## config.mk

```make
export PLATFORM = sky130hd
export DESIGN_NAME = usram_fifo64x12
export DESIGN_NICKNAME = d
export VERILOG_FILES = /design/src/rtl/usram_fifo64x12.sv
export SDC_FILE = /design/constraint.sdc
export NUM_CORES = 1
export LEC_CHECK = 0
export ABC_AREA = 1
export BUFFER_PORTS_ARGS = -buffer_cell sky130_fd_sc_hd__buf_2
export CAP_MARGIN = 20
export CORE_AREA = 3 3 315 224
export DETAILED_ROUTE_END_ITERATION = 12
export DIE_AREA = 0 0 318 227
export GPL_TIMING_DRIVEN = 0
export PLACE_DENSITY_LB_ADDON = 0.08
export SYNTH_ARGS = -nofsm -noshare
export SYNTH_HDL_FRONTEND = slang
export SYNTH_SLANG_ARGS = --single-unit
```

## constraint.sdc

```tcl
create_clock -name CLK -period 3.4 [get_ports CLK]
set_input_delay 0.68 -clock CLK [delete_from_list [all_inputs] [get_ports CLK]]
set_output_delay 0.68 -clock CLK [all_outputs]
set_load 0.01 [all_outputs]
```

## src/rtl/usram_fifo64x12.sv

```systemverilog
//----------------------------------------------------------------------------
// Module      : usram_fifo64x12
// Description : Single-clock 64 x WIDTH first-word-fall-through FIFO built on
//               a uSRAM-style 64-entry array plus a small output pipeline.
//               Optional macro USRAM_FIFO_RDATA_REG_EN adds a registered
//               array read stage and a 2-entry skid behind the output stage.
// Revision    : 1.0 - initial release
//----------------------------------------------------------------------------
`default_nettype none

module usram_fifo64x12 #(
    parameter int WIDTH         = 12,
    parameter int AFULL_THRESH  = 56,
    parameter int AEMPTY_THRESH = 8
) (
    input  logic             CLK,
    input  logic             Reset,
    input  logic [WIDTH-1:0] W_DATA,
    input  logic             W_VALID,
    output logic             W_READY,
    output logic [WIDTH-1:0] R_DATA,
    output logic             R_VALID,
    input  logic             R_READY,
    output logic [6:0]       LEVEL,
    output logic             ALMOST_FULL,
    output logic             ALMOST_EMPTY
);

    localparam int DEPTH = 64;

    logic [WIDTH-1:0] mem [DEPTH];
    logic [5:0]       wptr;
    logic [5:0]       rptr;
    logic             write_acc;
    logic             read_acc;
    logic             arr_nonempty;
    logic             fetch;
    logic [6:0]       level_next;

    assign write_acc  = W_VALID & W_READY;
    assign read_acc   = R_VALID & R_READY;
    // Words held in the array never reach 64 because the output stages
    // always hold at least one word once the array backs up, so pointer
    // equality is an unambiguous empty test.
    assign arr_nonempty = (wptr != rptr);
    assign level_next   = LEVEL + {6'd0, write_acc} - {6'd0, read_acc};

    // Storage array: no reset, writes ignored while reset is asserted.
    always_ff @(posedge CLK) begin
        if (Reset && write_acc) begin
            mem[wptr] <= W_DATA;
        end
    end

    // Pointers, occupancy and registered threshold flags.
    always_ff @(posedge CLK) begin
        if (!Reset) begin
            wptr         <= 6'd0;
            rptr         <= 6'd0;
            LEVEL        <= 7'd0;
            W_READY      <= 1'b0;
            ALMOST_FULL  <= 1'b0;
            ALMOST_EMPTY <= 1'b1;
        end else begin
            if (write_acc) begin
                wptr <= wptr + 6'd1;
            end
            if (fetch) begin
                rptr <= rptr + 6'd1;
            end
            LEVEL        <= level_next;
            // A same-edge read does not free a slot for the write: the
            // ready flag only follows the updated level.
            W_READY      <= (level_next != 7'd64);
            ALMOST_FULL  <= (level_next >= 7'(AFULL_THRESH));
            ALMOST_EMPTY <= (level_next <= 7'(AEMPTY_THRESH));
        end
    end

`ifdef USRAM_FIFO_RDATA_REG_EN
    // Array read register feeding a 3-deep output queue (head + 2 skid).
    logic             pipe_valid;
    logic [WIDTH-1:0] pipe_data;
    logic [WIDTH-1:0] q_data  [3];
    logic [WIDTH-1:0] q_shift [3];
    logic [1:0]       q_cnt;
    logic [1:0]       q_mid;
    logic [1:0]       q_next;

    assign q_mid  = q_cnt - {1'b0, read_acc};
    assign q_next = q_mid + {1'b0, pipe_valid};
    // Issue an array read only if the word will find room in the queue on
    // the following edge even if the consumer stalls.
    assign fetch  = arr_nonempty & (q_next != 2'd3);
    assign R_DATA = q_data[0];

    // Next queue contents: pop the head, then append the read register.
    always_comb begin
        for (int i = 0; i < 3; i++) begin
            q_shift[i] = q_data[i];
        end
        if (read_acc) begin
            q_shift[0] = q_data[1];
            q_shift[1] = q_data[2];
        end
        for (int i = 0; i < 3; i++) begin
            if (pipe_valid && (q_mid == 2'(i))) begin
                q_shift[i] = pipe_data;
            end
        end
    end

    // Read register and output queue state.
    always_ff @(posedge CLK) begin
        if (!Reset) begin
            pipe_valid <= 1'b0;
            pipe_data  <= '0;
            q_cnt      <= 2'd0;
            R_VALID    <= 1'b0;
            for (int i = 0; i < 3; i++) begin
                q_data[i] <= '0;
            end
        end else begin
            pipe_valid <= fetch;
            if (fetch) begin
                pipe_data <= mem[rptr];
            end
            q_cnt   <= q_next;
            R_VALID <= (q_next != 2'd0);
            for (int i = 0; i < 3; i++) begin
                q_data[i] <= q_shift[i];
            end
        end
    end
`else
    // Refill the single output stage whenever it is empty or being drained.
    assign fetch = arr_nonempty & (~R_VALID | R_READY);

    // Single output stage loaded straight from the array.
    always_ff @(posedge CLK) begin
        if (!Reset) begin
            R_VALID <= 1'b0;
            R_DATA  <= '0;
        end else if (fetch) begin
            R_VALID <= 1'b1;
            R_DATA  <= mem[rptr];
        end else if (read_acc) begin
            R_VALID <= 1'b0;
        end
    end
`endif

endmodule

`default_nettype wire
```

==> flow_summary.ini <==
[run_status]
status = finished, final reports clean

[yosys]
yosys_register_bits = 803
yosysSeqAreaShare_pct = 70.4
synth_top_family_by_area = simple AND/OR/NAND/NOR gates
synth-compound-area-share_pct = 2.21
syn_area_per_cell_um2 = 10.7
synth-xor-area-share_pct = 0.285
synth_fp_nets = 3172
synthAdderAreaFrac_pct = 0.393
async_reset_ff_share_pct = 0
synth_cell_types = 31
synthSimpleGateAreaFrac_pct = 21.3
synthCells = 3146
ys_warn_count = 0
muxShareOfSynthArea_pct = 0
synth-main-ff-cell = edfxtp_1
netlist_area_mm2 = 0.0338
synth-edff-count = 768

[pwr]
pwr_density_cell_mw_per_mm2 = 696
power_leakage_nw = 14.9
comb_power_share_pct = 26.1
p_sw_share_pct = 33.4
p_total_mw = 26.6
vdd.ir_drop.worst_mv = 0.666
power.internal_mw = 17.7
p_clk_share_pct = 32.2
seq_power_share_pct = 41.7
netSwitchingPower_mw = 8.91

[hold_path]
min_path_cells = 1
hold_path.class = in2reg
min_to = mem[36][6]$_DFFE_PP_
hp-start = W_DATA[6]

[critical_path]
end_kind = register
worstPathMaxFanout = 12
crit_cells = 5
crit_path_start_kind = primary input
crit_top_cell = nor2_1
worst_path_max_delay_cell = nor2_1
reg2regPathDepth = 4
r2r_slack_ns = 0.35
arrival_ns = 3.40
cpPeakStageDelay_ns = 1.07
path_class = in2reg
r2r-start = W_READY$_SDFF_PN0_
r2r_end = mem[2][5]$_DFFE_PP_
path_cells = buf_2 > clkinv_1 > nor2_1 > nand4_1 > nor2_1
crit_buf_inv = 2
critPathTopFamily = simple AND/OR/NAND/NOR gates
critPathRequiredTime_ns = 3.65

[drt]
drc = 0
wl_um = 107000
wl_per_cell_um = 24.8
vias = 24122
vias_per_cell = 5.62
first_iter_violations = 3241
postRouteAntennaNets = 0
firstDrtPassIters = 5

[clocking]
post-cts-setup-buffers = 0
cts-htree-levels = 3
hold_buffers = 0
cts_buffers = 78
clk_pin_slew_ns = 0.06
clockBufferDepth = 3
cts_tree = yes
root_buffer = clkbuf_16
clk_latency_ns = 0.65
clock-sinks = 803
post_cts_resize_count = 0

[timing]
period_share_pct = 92.6
relSlewSlack_pct = 29.1
finalHoldViolCount = 0
worst_slew_pin_slew_ns = 1.06
finalSetupViolCount = 0
finalMaxSlewViolations = 0
fmax_ghz = 0.318
fin_crit_ns = 3.15
fin_skew_ns = 0.0274
rsz0062_at_grt = no

[placement]
detailedPlacementHpwl_um = 71800
port_buffers = 38
postPlaceCellArea_mm2 = 0.0357
gp_routability_congestion = 0.997

[grt]
grt_pass1_vias = 22629
grtUsageTotal_pct = 29.5
grt_pass1_wl_um = 153000
antenna_found_initial = 4
grt_max_degree = 65
overflow = 0

[final_layout]
area_growth_syn_to_layout_pct = 13.4
final_common_cell = nand2_1
final_cell_mix = nand2_1 (984), edfxtp_1 (768), nand3_1 (422)
final_nets = 3352
fin_util_pct = 56.5
drive_gt1_share_pct = 10.1
fin_area_mm2 = 0.0383

[die]
initial_core_util_pct = 49.8
dieArea_mm2 = 0.0722
die_y_um = 227
fp-row-count = 80
io_pins = 39
coreArea_mm2 = 0.0678
die_w_um = 318

[run]
drv_cap = 0
==> power by group through the flow <==
stage / sequential [mW] / clock [mW] / combinational (mW)
global route: 11.1 / 9.08 / 7.60
detailed placement: 11.3 / 0 / 6.77
floorplan: 11.3 / 0 / 4.17
finish: 11.1 / 8.59 / 6.94
CTS: 11.1 / 8.66 / 6.81
global placement: 11.3 / 0 / 6.68
==> metrics by stage <==
step                hold WS [ns]  std cells  setup WS, ns  setup TNS, ns
floorplan                  0.521       3146         0.833              0
global placement           0.548       4086        -0.492        -119.03
detailed placement         0.576       4137        -0.420         -35.20
CTS                        0.402       4280         0.248              0
global route               0.411       4291         0.239              0
finish                     0.432       4292         0.251              0
==> Yosys cell counts, types with 7 or more instances <==
cell type	number	area share [%]
nand2_1	984	11
buf_1	12	0.13
edfxtp_1	768	68
nor2_1	350	3.9
buf_2	92	1.4
inv_1	231	2.6
nand3_1	422	6.3
clkbuf_1	41	0.46
o21ai_0	80	1.2
a21oi_1	62	0.92
ha_1	9	0.33
xor2_1	7	0.18
dfxtp_1	35	2.1
buf_6	16	0.53
buf_4	9	0.20
==> logic make-up after synthesis <==
logic type	after synthesis
AO/OA/AOI/OAI	147
XOR/XNOR	11
adder cells (fa/ha/maj)	10
buffers and inverters	408
flip-flops	803
AND/OR/NAND/NOR	1767
==> worst max-delay path by stage <==
stage | startpoint | slack (ns) | end
floorplan | W_VALID | 0.83 | ALMOST_FULL$_SDFF_PN0_
global placement | Reset | -0.49 | mem[10][1]$_DFFE_PP_
detailed placement | Reset | -0.42 | mem[30][0]$_DFFE_PP_
CTS | Reset | 0.25 | mem[30][0]$_DFFE_PP_
global route | Reset | 0.24 | mem[2][4]$_DFFE_PP_
finish | Reset | 0.25 | mem[2][5]$_DFFE_PP_
==> final cells by class <==
| type | instances | area, µm² |
|---|---|---|
| inverter | 237 | 892 |
| antenna | 1 | 2.50 |
| multi-input combinational | 1935 | 8190 |
| tap | 902 | 1130 |
| timing repair buffer | 100 | 898 |
| clock inverter | 44 | 352 |
| fill | 5751 | 29500 |
| sequential | 803 | 23800 |
| clock buffer | 99 | 2130 |
| buffer | 171 | 922 |
==> flip-flops by register name, summed over array words and instances (netlist names), 6 cells and up <==
name    count
rptr        6
mem       768
LEVEL       7
wptr        6
R_DATA     12
==> worst reg2reg max path: stages, from the launching register on <==
cell and delay (ns):
dfxtp_1 0.33, nand2_1 0.19, nor2_1 0.37, nand4_1 0.69, nor2_1 1.07
==> layer usage <==
metal | global-route usage [%] | part of all wire [%] | up-vias
li1 | - | - | 10895
met1 | 44.9 | 45 | 11840
met2 | 43.3 | 42 | 1226
met3 | 6.24 | 11 | 159
met4 | 8.10 | 2.5 | 2
met5 | 0 | 0.010 | -
(Power assumes the default switching activity.)
